==> src/rtl/router_pkg.sv <==
// -----------------------------------------------------------------------------
// router_pkg
// Shared constants, types and small helpers for the 8x8 switch fabric front
// end. The package has no ports. It is imported by rr_grant_arb_if,
// rr_pick and rr_grant_arb.
// -----------------------------------------------------------------------------
package router_pkg;

    localparam int NUM_PORTS        = 8;
    localparam int ADDR_W           = 4;
    localparam int ADDR_INVALID_BIT = 3;

    typedef logic [2:0]           port_idx_t;
    typedef logic [NUM_PORTS-1:0] port_vec_t;
    typedef logic [ADDR_W-1:0]    addr_t;

    // One-hot vector with bit idx set.
    function automatic port_vec_t idx_to_onehot(input port_idx_t idx);
        return port_vec_t'(8'h01 << idx);
    endfunction

    // Output port selected by a head address.
    function automatic port_idx_t addr_dst(input addr_t a);
        return a[2:0];
    endfunction

    // Head address names no real output port.
    function automatic logic addr_invalid(input addr_t a);
        return a[ADDR_INVALID_BIT];
    endfunction

endpackage

==> src/rtl/rr_grant_arb_if.sv <==
// -----------------------------------------------------------------------------
// rr_grant_arb_if
// Bundle between the FIFO/fabric side and the arbiter.
//   req[7:0]        input FIFO i non-empty
//   addr[7:0][3:0]  destination of the head word of input FIFO i
//   out_full[7:0]   output FIFO j full (exact flag)
//   grant[7:0]      one-hot or zero grant to the fabric
//   pop[7:0]        pop strobe to the input FIFOs (same as grant)
//   drop            current grant discards an invalid-destination word
// Modport master is the arbiter side. Modport slave is the FIFO/fabric side.
// -----------------------------------------------------------------------------
interface rr_grant_arb_if;
    import router_pkg::*;

    port_vec_t                              req;
    logic [NUM_PORTS-1:0][ADDR_W-1:0]       addr;
    port_vec_t                              out_full;
    port_vec_t                              grant;
    port_vec_t                              pop;
    logic                                   drop;

    modport master (input req, addr, out_full, output grant, pop, drop);
    modport slave  (output req, addr, out_full, input grant, pop, drop);

endinterface

==> src/rtl/rr_grant_arb_pick.sv <==
// -----------------------------------------------------------------------------
// rr_pick
// Combinational rotating priority encoder.
//   elig[7:0]  candidate mask
//   ptr[2:0]   index with highest priority; the search wraps 7 -> 0
//   found      at least one candidate is set
//   idx[2:0]   first set candidate at or after ptr (0 when found = 0)
// -----------------------------------------------------------------------------
module rr_pick
    import router_pkg::*;
(
    input  port_vec_t elig,
    input  port_idx_t ptr,
    output logic      found,
    output port_idx_t idx
);

    // Walk from ptr outwards. The first hit sets found, and found masks every later candidate.
    always_comb begin
        port_idx_t cand_s;
        logic      hit_s;
        cand_s = 3'd0;
        hit_s  = 1'b0;
        found  = 1'b0;
        idx    = 3'd0;
        for (int k = 0; k < NUM_PORTS; k++) begin
            cand_s = ptr + 3'(k);
            hit_s  = elig[cand_s] & ~found;
            found  = found | hit_s;
            idx    = hit_s ? cand_s : idx;
        end
    end

endmodule

==> src/rtl/rr_grant_arb.sv <==
// -----------------------------------------------------------------------------
// rr_grant_arb
// Round-robin arbiter in front of the 8x8 switch fabric. It grants at most one
// input per cycle and pops that input FIFO in the same cycle.
//   clk   rising-edge clock
//   rst   synchronous active-high reset
//   bus   rr_grant_arb_if.master (req, addr, out_full -> grant, pop, drop)
// Optional feature: define RR_ARB_DROP_EN to grant and discard heads whose
// destination is invalid (addr[3] = 1). Without the macro, such heads stall
// their input and drop is tied to 0.
// -----------------------------------------------------------------------------
module rr_grant_arb
    import router_pkg::*;
(
    input  logic            clk,
    input  logic            rst,
    rr_grant_arb_if.master  bus
);

    port_vec_t grant_r;
    port_idx_t ptr_r;
    port_idx_t gnt_dst_r;
    logic      gnt_dst_vld_r;
`ifdef RR_ARB_DROP_EN
    logic      drop_r;
`endif

    port_vec_t elig_s;
    logic      found_s;
    port_idx_t win_s;
    addr_t     win_addr_s;

    // Eligibility. The status flags lag a pop or push by one cycle. The input
    // granted in this cycle and the destination granted in this cycle are
    // therefore both excluded.
    always_comb begin
        addr_t     a_s;
        port_idx_t d_s;
        logic      src_busy_s;
        logic      dst_busy_s;
        logic      valid_ok_s;
        elig_s     = 8'h00;
        a_s        = 4'h0;
        d_s        = 3'd0;
        src_busy_s = 1'b0;
        dst_busy_s = 1'b0;
        valid_ok_s = 1'b0;
        for (int i = 0; i < NUM_PORTS; i++) begin
            a_s        = bus.addr[i];
            d_s        = addr_dst(a_s);
            src_busy_s = grant_r[i];
            dst_busy_s = gnt_dst_vld_r & (gnt_dst_r == d_s);
            valid_ok_s = bus.req[i] & ~addr_invalid(a_s) & ~bus.out_full[d_s]
                         & ~src_busy_s & ~dst_busy_s;
`ifdef RR_ARB_DROP_EN
            // A discarded word pushes nothing, so only the source exclusion applies.
            elig_s[i]  = addr_invalid(a_s) ? (bus.req[i] & ~src_busy_s) : valid_ok_s;
`else
            elig_s[i]  = valid_ok_s;
`endif
        end
    end

    rr_pick u_pick (
        .elig  (elig_s),
        .ptr   (ptr_r),
        .found (found_s),
        .idx   (win_s)
    );

    assign win_addr_s = bus.addr[win_s];

    // Grant register, round-robin pointer, and destination-exclusion state.
    always_ff @(posedge clk) begin
        if (rst) begin
            grant_r       <= 8'h00;
            ptr_r         <= 3'd0;
            gnt_dst_r     <= 3'd0;
            gnt_dst_vld_r <= 1'b0;
`ifdef RR_ARB_DROP_EN
            drop_r        <= 1'b0;
`endif
        end else if (found_s) begin
            grant_r       <= idx_to_onehot(win_s);
            ptr_r         <= win_s + 3'd1;
            gnt_dst_r     <= addr_dst(win_addr_s);
`ifdef RR_ARB_DROP_EN
            gnt_dst_vld_r <= ~addr_invalid(win_addr_s);
            drop_r        <= addr_invalid(win_addr_s);
`else
            gnt_dst_vld_r <= 1'b1;
`endif
        end else begin
            grant_r       <= 8'h00;
            ptr_r         <= ptr_r;
            gnt_dst_r     <= gnt_dst_r;
            gnt_dst_vld_r <= 1'b0;
`ifdef RR_ARB_DROP_EN
            drop_r        <= 1'b0;
`endif
        end
    end

    assign bus.grant = grant_r;
    assign bus.pop   = grant_r;
`ifdef RR_ARB_DROP_EN
    assign bus.drop  = drop_r;
`else
    assign bus.drop  = 1'b0;
`endif

endmodule

==> src/flat_wrapper.sv <==
// flat-port wrapper written by rule: the top's interface ports become plain ports
module rr_grant_arb_flat import router_pkg::*;
  (clk, rst, bus_req, bus_addr, bus_out_full, bus_grant, bus_pop, bus_drop);
  rr_grant_arb_if bus_i ();
  input  logic clk;
  input  logic rst;
  input wire logic [$bits(bus_i.req)-1:0] bus_req;
  input wire logic [$bits(bus_i.addr)-1:0] bus_addr;
  input wire logic [$bits(bus_i.out_full)-1:0] bus_out_full;
  output wire logic [$bits(bus_i.grant)-1:0] bus_grant;
  output wire logic [$bits(bus_i.pop)-1:0] bus_pop;
  output wire logic [$bits(bus_i.drop)-1:0] bus_drop;
  assign bus_i.req = bus_req;
  assign bus_i.addr = bus_addr;
  assign bus_i.out_full = bus_out_full;
  assign bus_grant = bus_i.grant;
  assign bus_pop = bus_i.pop;
  assign bus_drop = bus_i.drop;
  rr_grant_arb u_core (.clk(clk), .rst(rst), .bus(bus_i));
endmodule
==> config.mk <==
export PLATFORM = sky130hd
export DESIGN_NAME = rr_grant_arb_flat
export DESIGN_NICKNAME = d
export VERILOG_FILES = /design/src/rtl/router_pkg.sv /design/src/rtl/rr_grant_arb_if.sv /design/src/rtl/rr_grant_arb_pick.sv /design/src/rtl/rr_grant_arb.sv /design/src/flat_wrapper.sv
export SDC_FILE = /design/constraint.sdc
export NUM_CORES = 1
export LEC_CHECK = 0
export CORE_MARGIN = 1
export CORE_UTILIZATION = 30
export DETAILED_ROUTE_END_ITERATION = 7
export PLACE_DENSITY_LB_ADDON = 0.12
export SKIP_LAST_GASP = 1
export SYNTH_ARGS = -nofsm -noshare
export SYNTH_HDL_FRONTEND = slang
export SYNTH_HIERARCHICAL = 1
export SYNTH_SLANG_ARGS = --single-unit
==> constraint.sdc <==
create_clock -name clk -period 10.35 [get_ports clk]
set_input_delay 1.035 -clock clk [delete_from_list [all_inputs] [get_ports clk]]
set_output_delay 1.035 -clock clk [all_outputs]
set_load 0.005 [all_outputs]
Word level (Yosys, flattened, before mapping)
Cells that the tools add are included.
{"block": "totals", "elab_cells": 176, "output_inout_bits": 17, "reg_bits": 15, "input_bits": 50}
{"block": "op_classes", "n_reduce_logical": 1, "bitwise": 94, "muxes": 43, "eq_ne": 8, "shift": 1, "n_lt_le_gt_ge": 17, "n_addsub": 8}
{"cell": "< comparator 3 x 4 -> 1 bit (second input constant)", "n": 17}
{"cell": "binary-select mux 1 bit (select 3 bit)", "n": 16}
{"cell": "AND 1 bit", "n": 47}
{"cell": "inverter 1 bit", "n": 40}
{"cell": "two-way mux 3 bit", "n": 9}
{"cell": "== test 3 bit", "n": 8}
{"cell": "two-way mux 1 bit", "n": 17}
{"cell": "adder 3 bit (second input constant)", "n": 4}
{"cell": "binary-select mux 4 bit (select 3 bit)", "n": 1}
{"cell": "left shift 1 x 3 -> 8 bit (first input constant)", "n": 1}
{"cell": "OR 1 bit", "n": 7}
{"cell": "adder 3 x 1 -> 3 bit (second input constant)", "n": 2}
{"cell": "adder 3 x 2 -> 3 bit (second input constant)", "n": 2}
{"cell": "OR reduction 2 bit", "n": 1}

Longest topological paths before layout
Gate-level depths: netlist of run 1.
{"block": "logic_depth", "word_depth": 31, "mapped_depth": 17, "ltp_nobuf": 13}

By module
The synthesis of run 1 kept the hierarchy.
{"module": "rr_grant_arb", "area_per_inst_um2": 1622.8, "instances": 1, "cells_per_inst": 149, "seq_area_each_um2": 300.3}
{"module": "rr_pick", "area_per_inst_um2": 1078.5, "instances": 1, "cells_per_inst": 104, "seq_area_each_um2": 0.0}

Worst setup path before layout of run 1
OpenSTA, ideal clock, no wires.
{"block": "synth_path", "path_kind": "in2reg", "startpoint": "in bus_addr[16]", "endpoint": "reg u_core.gnt_dst_r[0]", "slack_ps": 5928, "path_buffers": 2, "required_ps": 10264, "setup_ps": 86, "arrival_time_ps": 4336, "stages": 14, "path_cell_list": "mux4_2 mux2i_1 and3_1 mux4_1 mux2i_1 a32oi_2 nor3b_4 nand3_2 o32ai_1 buf_4 buf_12 mux2i_1 mux4_2 a211oi_1"}
{"block": "synth_via", "elab_chain_len": 31, "elab_cells_between_ends": 56, "classes_between": "eq/ne (1); mux (28); bitwise (27)"}
{"element": "start: declaration", "line_no": "flat_wrapper.sv:8", "text": "input wire logic [$bits(bus_i.addr)-1:0] bus_addr;"}
{"element": "binary-select mux 1 bit (select 3 bit)", "line_no": "rr_grant_arb.sv:53", "text": "valid_ok_s = bus.req[i] & ~addr_invalid(a_s) & ~bus.out_full[d_s]"}
{"element": "two-way mux 1 bit (implied by the code)", "line_no": "rr_grant_arb.sv:53"}
{"element": "inverter 1 bit", "line_no": "rr_grant_arb.sv:53"}
{"element": "AND 1 bit", "line_no": "rr_grant_arb.sv:53"}
{"element": "AND 1 bit", "line_no": "rr_grant_arb.sv:54", "text": "& ~src_busy_s & ~dst_busy_s;"}
{"element": "AND 1 bit *", "line_no": "rr_grant_arb.sv:54"}
{"element": "named net u_core.elig_s[4]", "line_no": "rr_grant_arb.sv:28", "text": "port_vec_t elig_s;"}
{"element": "binary-select mux 1 bit (select 3 bit)", "line_no": "rr_grant_arb_pick.sv:28", "text": "hit_s = elig[cand_s] & ~found;"}
{"element": "(+17 left out)"}
{"element": "AND 1 bit", "line_no": "rr_grant_arb_pick.sv:28"}
{"element": "OR 1 bit", "line_no": "rr_grant_arb_pick.sv:29", "text": "found = found | hit_s;"}
{"element": "inverter 1 bit", "line_no": "rr_grant_arb_pick.sv:28"}
{"element": "AND 1 bit", "line_no": "rr_grant_arb_pick.sv:28"}
{"element": "two-way mux 3 bit *", "line_no": "rr_grant_arb_pick.sv:30", "text": "idx = hit_s ? cand_s : idx;"}
{"element": "named net u_core.win_s[0]", "line_no": "rr_grant_arb.sv:30", "text": "port_idx_t win_s;"}
{"element": "binary-select mux 4 bit (select 3 bit) *", "line_no": "rr_grant_arb.sv:71", "text": "assign win_addr_s = bus.addr[win_s];"}
{"element": "two-way mux 3 bit (implied by the code) *", "line_no": "rr_grant_arb.sv:71"}
{"element": "end signal: assignment", "line_no": "rr_grant_arb.sv:86", "text": "gnt_dst_r <= addr_dst(win_addr_s);"}
{"element": "end signal: assignment", "line_no": "rr_grant_arb.sv:96", "text": "gnt_dst_r <= gnt_dst_r;"}
{"element": "end: declaration", "line_no": "rr_grant_arb.sv:22", "text": "port_idx_t gnt_dst_r;"}
Mark *: on every way through the listed nets, which the timed path passes. The rest lies on a longest branch. The select of a mux whose other input is x is not followed.
A chain may end at the register's enable or synchronous reset.

Final worst setup path of run 1
{"block": "layout_path", "startpoint": "in bus_out_full[1]", "endpoint": "reg u_core.gnt_dst_r[0]"}
{"block": "layout_via", "elab_chain_len": 31, "elab_cells_between_ends": 95, "classes_between": "mux (42); bitwise (53)"}
{"element": "start: declaration", "line_no": "flat_wrapper.sv:9", "text": "input wire logic [$bits(bus_i.out_full)-1:0] bus_out_full;"}
{"element": "binary-select mux 1 bit (select 3 bit) *", "line_no": "rr_grant_arb.sv:53"}
{"element": "two-way mux 1 bit (implied by the code) *", "line_no": "rr_grant_arb.sv:53"}
{"element": "inverter 1 bit *", "line_no": "rr_grant_arb.sv:53"}
{"element": "AND 1 bit *", "line_no": "rr_grant_arb.sv:53"}
{"element": "AND 1 bit * (2 in series)", "line_no": "rr_grant_arb.sv:54"}
{"element": "named net u_core.elig_s[5]", "line_no": "rr_grant_arb.sv:28"}
{"element": "binary-select mux 1 bit (select 3 bit)", "line_no": "rr_grant_arb_pick.sv:28"}
{"element": "two-way mux 1 bit (implied by the code)", "line_no": "rr_grant_arb_pick.sv:28"}
{"element": "(+16 left out)"}
{"element": "AND 1 bit", "line_no": "rr_grant_arb_pick.sv:28"}
{"element": "OR 1 bit", "line_no": "rr_grant_arb_pick.sv:29"}
{"element": "inverter 1 bit", "line_no": "rr_grant_arb_pick.sv:28"}
{"element": "AND 1 bit", "line_no": "rr_grant_arb_pick.sv:28"}
{"element": "two-way mux 3 bit *", "line_no": "rr_grant_arb_pick.sv:30"}
{"element": "named net u_core.win_s[0]", "line_no": "rr_grant_arb.sv:30"}
{"element": "binary-select mux 4 bit (select 3 bit) *", "line_no": "rr_grant_arb.sv:71"}
{"element": "two-way mux 3 bit (implied by the code) *", "line_no": "rr_grant_arb.sv:71"}
Marked as above.

==> results.py, run 1 <==
metrics = {
    "status": {
        "status": "completed",
    },
    "worst_setup_path": {
        "worstSetupPathType": "in -> reg",
        "critPathRequiredTime_ps": 10500,
        "path_buf_inv": 2,
        "arrival_ps": 5290,
        "crit_path_end_kind": "flip-flop",
        "rr_startpoint": "u_core/ptr_r[0]",
        "cp-start-kind": "input pin",
        "worstSetupStartpoint": "bus_out_full[1]",
        "path_common_cell": "mux2i_1",
        "cp_top_family": "multiplexers",
        "cp_max_fo": 16,
        "cp_slowest_cell": "clkdlybuf4s50_1",
        "max_stage_delay_ps": 640,
        "cp_cell_sequence": "clkdlybuf4s50_1 > mux4_2 > mux2i_1 > and3_1 > mux4_1 > mux2i_1 > a32oi_2 > nor3b_4 > nand3_2 > o32ai_2 > buf_4 > mux2i_1 > mux4_2 > a211oi_1",
    },
    "place": {
        "post-place-ws_ps": 4990,
        "io_buffers": 65,
        "placed_cells": 403,
        "gp_congestion": 0.809,
        "dp_hpwl_mm": 6.02,
    },
    "sta": {
        "slew_headroom_pct": 40.0,
        "fin_skew_ps": 0.511,
        "setup_viol": 0,
        "rsz0062_at_grt": "no",
        "setup_slack_ps": 5220,
        "fmax_mhz": 195,
        "fin_tns_setup_ps": 0,
        "hold_violations": 0,
        "period_needed_ps": 5130,
        "worst_pin_slew_ps": 897,
        "slew_viol_final": 0,
        "holdWs_ps": 738,
        "post-route-period-util_pct": 49.6,
    },
    "yosys": {
        "synth_cell_types": 49,
        "syn_inst": 253,
        "synthFlopType": "dfxtp_1",
        "yosysMostFrequentCell": "mux2i_1",
        "synth_top_area_share_pct": 22.5,
        "postSynthAreaPerCell_um2": 10.7,
        "synth-seq-area-share_pct": 11.1,
        "syn-num-nets": 309,
        "synthArstFlopShare_pct": 0,
        "syn_area_um2": 2700,
        "synth_top_cell_by_area": "mux4_2",
        "yosysWarnings": 6,
        "synthTopCellsByCount": "mux2i_1 (31), mux4_2 (27), xnor2_1 (27)",
        "synth_seq_cells": 15,
        "synth_edf_count": 0,
        "yosys-top-cells-area": "mux4_2 (23%), mux2i_1 (11%), dfxtp_1 (11%)",
    },
    "power": {
        "fin_total_pwr_uw": 854,
        "power_density_nw_per_um2": 256,
        "p_leak_nw": 1.22,
        "ir_drop_v": 0.0000989,
    },
    "global_route": {
        "grt-ovfl-total": 0,
        "grt_first_pass_wirelength_mm": 12.4,
        "antenna_found_initial": 0,
        "grt_max_degree": 18,
        "grt_usage_pct": 16.4,
        "grt_pass1_vias": 2354,
    },
    "final_layout": {
        "seqCellArea_um2": 300,
        "nets": 356,
        "fillers": 839,
        "layout.cells.non_filler": 407,
        "diodes": 0,
        "area_growth_pct": 23.7,
        "drive_above_1_share_pct": 14.7,
        "multiInputGateArea_um2": 2180,
    },
    "route": {
        "routed_wl_mm": 7.56,
        "dr.pass1.iters": 4,
        "detail_route.wl_per_cell_um": 18.6,
        "antenna_left": 0,
        "drc": 0,
        "via_per_inst": 5.51,
        "via_count": 2241,
        "drt_iter0_markers": 52,
    },
    "flow_run": {
        "drv_cap": 0,
    },
    "clock_network": {
        "postCtsSetupBuffers": 0,
        "cts_made_buffers": 3,
        "cts-resized-gates": 0,
        "worstSkewPairLatency_ps": 240,
        "htreeDepth": 1,
        "cts_root_buf": "clkbuf_8",
        "cts_tree": "built",
        "postCtsHoldBufs": 0,
        "path_clk_slew_ps": 60,
        "clockBufferDepth": 2,
        "clock-sinks": 15,
    },
    "floorplan": {
        "std_cell_rows": 34,
        "die-area_um2": 9390,
        "io-pin-count": 67,
        "die_y_um": 96.9,
        "start_util_pct": 31.0,
        "die_w_um": 96.9,
        "core_um2": 8720,
    },
    "min_path": {
        "hold_path_startpoint": "u_core/ptr_r[0]",
        "hold_class": "reg -> reg",
    },
}
[metal layers]
metal | wire length, µm | GRT usage, % | share of wire (%)
met2 | 3780 | 29.1 | 50
met1 | 3290 | 20.6 | 43
met4 | 174 | 5.17 | 2.3
met5 | 0 | 0 | 0
met3 | 324 | 1.88 | 4.3
[layout make-up]
cell class                      count  area share [%]
Multi-Input combinational cell    208            65.2
Timing Repair Buffer               66            19.7
Sequential cell                    15            8.99
Tap cell                          108            4.04
Clock buffer                        4            1.35
Inverter                            6           0.674
[kinds of logic (layout without fill, tap and decap cells)]
family                   after synthesis  after routing  synth area share, %
XOR/XNOR                              30             30                 9.73
flip-flops                            15             15                 11.1
adder cells (fa/ha/maj)                6              6                 2.78
AND/OR/NAND/NOR                       66             66                 14.7
buffers and inverters                 30             76                 8.48
multiplexers                          73             73                 44.9
other                                  1              1                0.139
AO/OA/AOI/OAI                         32             32                 8.11
[metrics by stage]
step           utilization, %  instance area, µm²
2_1_floorplan               -                2700
3_3_place_gp             37.8                3300
3_5_place_dp             37.8                3300
4_1_cts                  38.3                3340
6_report                 38.3                3340
5_1_grt                  38.3                3340
[worst reg2reg max path, stage by stage (launching register included)]
cell and delay [ps]:
dfxtp_1 660, clkinv_1 430, ha_1 820, mux4_1 740, mux2i_2 260, nor3b_4 370, nand3_2 120, o32ai_2 270
buf_4 310, mux2i_1 170, mux4_2 480, a211oi_1 240
[cell usage in the layout (no fill, tap or decap), types with 2 or more instances in the layout]
| cell type | count |
|---|---|
| clkdlybuf4s50_1 | 65 |
| mux2i_1 | 31 |
| xnor2_1 | 27 |
| mux4_2 | 27 |
| dfxtp_1 | 15 |
| and3_1 | 13 |
| nor2_1 | 11 |
| o21ai_0 | 10 |
| nand4_1 | 8 |
| nor3b_1 | 8 |
| mux4_1 | 8 |
| nand2_1 | 7 |
| and2_1 | 6 |
| a211oi_1 | 6 |
| ha_1 | 6 |
| inv_1 | 5 |
| mux2_2 | 5 |
| a21oi_1 | 4 |
| clkbuf_8 | 3 |
| nor2b_1 | 3 |
| xor2_1 | 3 |
| a21boi_0 | 2 |
| a32oi_1 | 2 |
| a31oi_1 | 2 |
[final timing paths]
kind	endpoint	slack, ps	cells after the start
worst max-delay path	u_core/gnt_dst_r[0]	5220	14
worst min-delay path	u_core/ptr_r[0]	740	2
worst max register to register	u_core/gnt_dst_r[0]	5400	11
worst min register to register	u_core/ptr_r[0]	740	2
[report_power, final]
group	internal [mW]	switching (mW)	leakage, nW
sequential	0.0803	0.0552	0.123
combinational	0.346	0.327	1.08
clock	0.0272	0.0185	0.0228
[sequential cells by signal (all words and copies together) (netlist names)]
register and flops:
u_core/bus.grant 8, u_core/gnt_dst_r 3, u_core/gnt_dst_vld_r 1, u_core/ptr_r 3
Power figures use the tool's default switching activity.
==> run 2, diff against run 1 <==
clock period = 5 ns   (was 10.35 ns; I/O delays follow)
==> run 2 against run 1 <==
  * Worst hold slack worse by 90 ps
  * Clock skew is 2.6 ps higher
  * Sequential cell count stayed put
  * Sequential power grew 77%
  * Highest routed layer unchanged
  * Register-to-register slack worse by 4600 ps
  * Wire length is 5.4% higher
  * Non-clock buffer count up 7
  * Final area increased by 1.6%
==> results.py, run 2 (synthesis results as in run 1) <==
metrics = {
    "global_route": {
        "grt-ovfl-total": 0,
        "antenna_found_initial": 0,
        "grt_max_degree": 18,
        "grt_pass1_vias": 2391,
        "grt_usage_pct": 16.9,
        "grt_first_pass_wirelength_mm": 12.9,
    },
    "sta": {
        "setup_slack_ps": 444,
        "post-route-period-util_pct": 91.1,
        "slew_viol_final": 0,
        "worst_pin_slew_ps": 899,
        "period_needed_ps": 4560,
        "hold_violations": 0,
        "fin_tns_setup_ps": 0,
        "fmax_mhz": 220,
        "slew_headroom_pct": 39.8,
        "fin_skew_ps": 3.15,
        "rsz0062_at_grt": "no",
        "setup_viol": 0,
    },
    "clock_network": {
        "path_clk_slew_ps": 60,
        "clockBufferDepth": 2,
        "cts_made_buffers": 3,
        "postCtsHoldBufs": 0,
        "clock-sinks": 15,
        "cts-resized-gates": 0,
        "worstSkewPairLatency_ps": 250,
        "postCtsSetupBuffers": 0,
        "cts_tree": "built",
        "cts_root_buf": "clkbuf_8",
        "htreeDepth": 1,
    },
    "worst_setup_path": {
        "cp_max_fo": 13,
        "cp-start-kind": "input pin",
        "worstSetupPathType": "in -> reg",
        "r2r-end": "u_core/gnt_dst_r[0]",
        "arrival_ps": 4720,
        "crit_path_end_kind": "flip-flop",
        "r2r_cells": 14,
        "rr_startpoint": "u_core/ptr_r[0]",
        "critPathRequiredTime_ps": 5160,
        "r2r_setup_slack_ps": 760,
    },
    "power": {
        "power_density_nw_per_um2": 553,
        "ir_drop_v": 0.000203,
        "p_leak_nw": 1.26,
    },
    "route": {
        "dr_wl_met3_um": 286,
        "drc": 0,
        "via_per_inst": 5.59,
        "via_count": 2316,
        "drt_iter0_markers": 91,
        "antenna_left": 0,
        "dr.pass1.iters": 4,
        "detail_route.wl_per_cell_um": 19.2,
        "wirelength_met1_mm": 3.54,
        "top_layer_used": "met4",
        "routed_wl_mm": 7.96,
        "wl_met2_mm": 4.05,
    },
    "final_layout": {
        "diodes": 0,
        "largest_register_ffs": 8,
        "fillers": 850,
        "drive_above_1_share_pct": 16.7,
        "area_growth_pct": 25.6,
        "nets": 363,
        "layout_common_cells": "clkdlybuf4s50_1 (65), mux2i_1 (31), xnor2_1 (27), mux4_2 (27), dfxtp_1 (15)",
        "layout_commonest_cell": "clkdlybuf4s50_1",
    },
    "floorplan": {
        "io-pin-count": 67,
        "start_util_pct": 31.0,
        "die_w_um": 96.9,
        "std_cell_rows": 34,
        "core_um2": 8720,
        "die-area_um2": 9390,
        "die_y_um": 96.9,
    },
    "place": {
        "post-place-ws_ps": 229,
        "dp_hpwl_mm": 6.31,
        "gp_congestion": 0.781,
        "io_buffers": 65,
    },
    "min_path": {
        "hold_class": "reg -> reg",
        "hold_path_startpoint": "u_core/ptr_r[1]",
        "holdPathStages": 2,
        "whs_endpoint": "u_core/ptr_r[1]",
    },
    "status": {
        "status": "completed",
    },
    "flow_run": {
        "drv_cap": 0,
    },
}
-- run 2: cell types whose count changed in the layout (fill, tap and decap cells not counted), sizes merged --
cell  delta
buf      +7
-- run 2: routing by layer --
layer	vias to the layer above	global-route usage (%)
li1	1090	-
met1	1144	22.6
met2	76	30.0
met3	6	1.52
met4	0	2.76
met5	-	0
-- run 2: worst max path at each step --
stage | cells after the start | startpoint | slack, ps | to
CTS | 14 | bus_out_full[1] | 480 | u_core/gnt_dst_r[0]
detailed placement | 14 | bus_out_full[1] | 230 | u_core/gnt_dst_r[1]
finish | 14 | bus_out_full[3] | 440 | u_core/gnt_dst_r[0]
floorplan | 14 | u_core/ptr_r[0] | 1040 | u_core/gnt_dst_r[0]
global placement | 14 | bus_out_full[1] | 220 | u_core/gnt_dst_r[0]
global route | 14 | bus_out_full[0] | 230 | u_core/gnt_dst_r[0]
-- run 2: final cells by class --
class | count | area [µm²] | share of cell area [%]
clock buffer | 4 | 45.0 | 1.33
inverter | 6 | 22.5 | 0.664
multi-input combinational | 208 | 2180 | 64.2
sequential | 15 | 300 | 8.85
tap | 108 | 135 | 3.98
timing repair buffer | 73 | 711 | 20.9
-- run 2: per-stage QoR --
step | std cells | total power, mW | util (%) | cell area (µm²) | hold slack, ps
global route | 414 | 2.04 | 38.9 | 3390 | 706
detailed placement | 410 | 1.77 | 38.4 | 3350 | 626
CTS | 414 | 1.87 | 38.9 | 3390 | 645
finish | 414 | 1.88 | 38.9 | 3390 | 648
global placement | 410 | 1.78 | 38.4 | 3350 | 619
floorplan | 253 | 1.43 | - | 2700 | 466
-- run 2: power by group --
group	internal, mW	switching, mW
clock network	0.0564	0.0416
logic	0.772	0.764
registers	0.166	0.0754
total	0.994	0.881
-- run 2: worst max-delay path, cell delays in order --
cell             delay [ps]
clkdlybuf4s50_1         660
mux4_2                  300
mux2i_1                  70
and3_1                  310
mux4_1                  640
mux2i_1                 210
a32oi_2                 130
nor3b_4                 350
nand3_2                 110
o32ai_2                 260
buf_4                   290
mux2i_1                 170
mux4_2                  480
a211oi_1                220
==> run 3, diff against run 2 <==
CORE_MARGIN = default   (was 1)
SKIP_CTS_REPAIR_TIMING = 1   (was default)
==> results of run 3 <==
The final DEF is identical to that of run 2; final timing and power are the same.
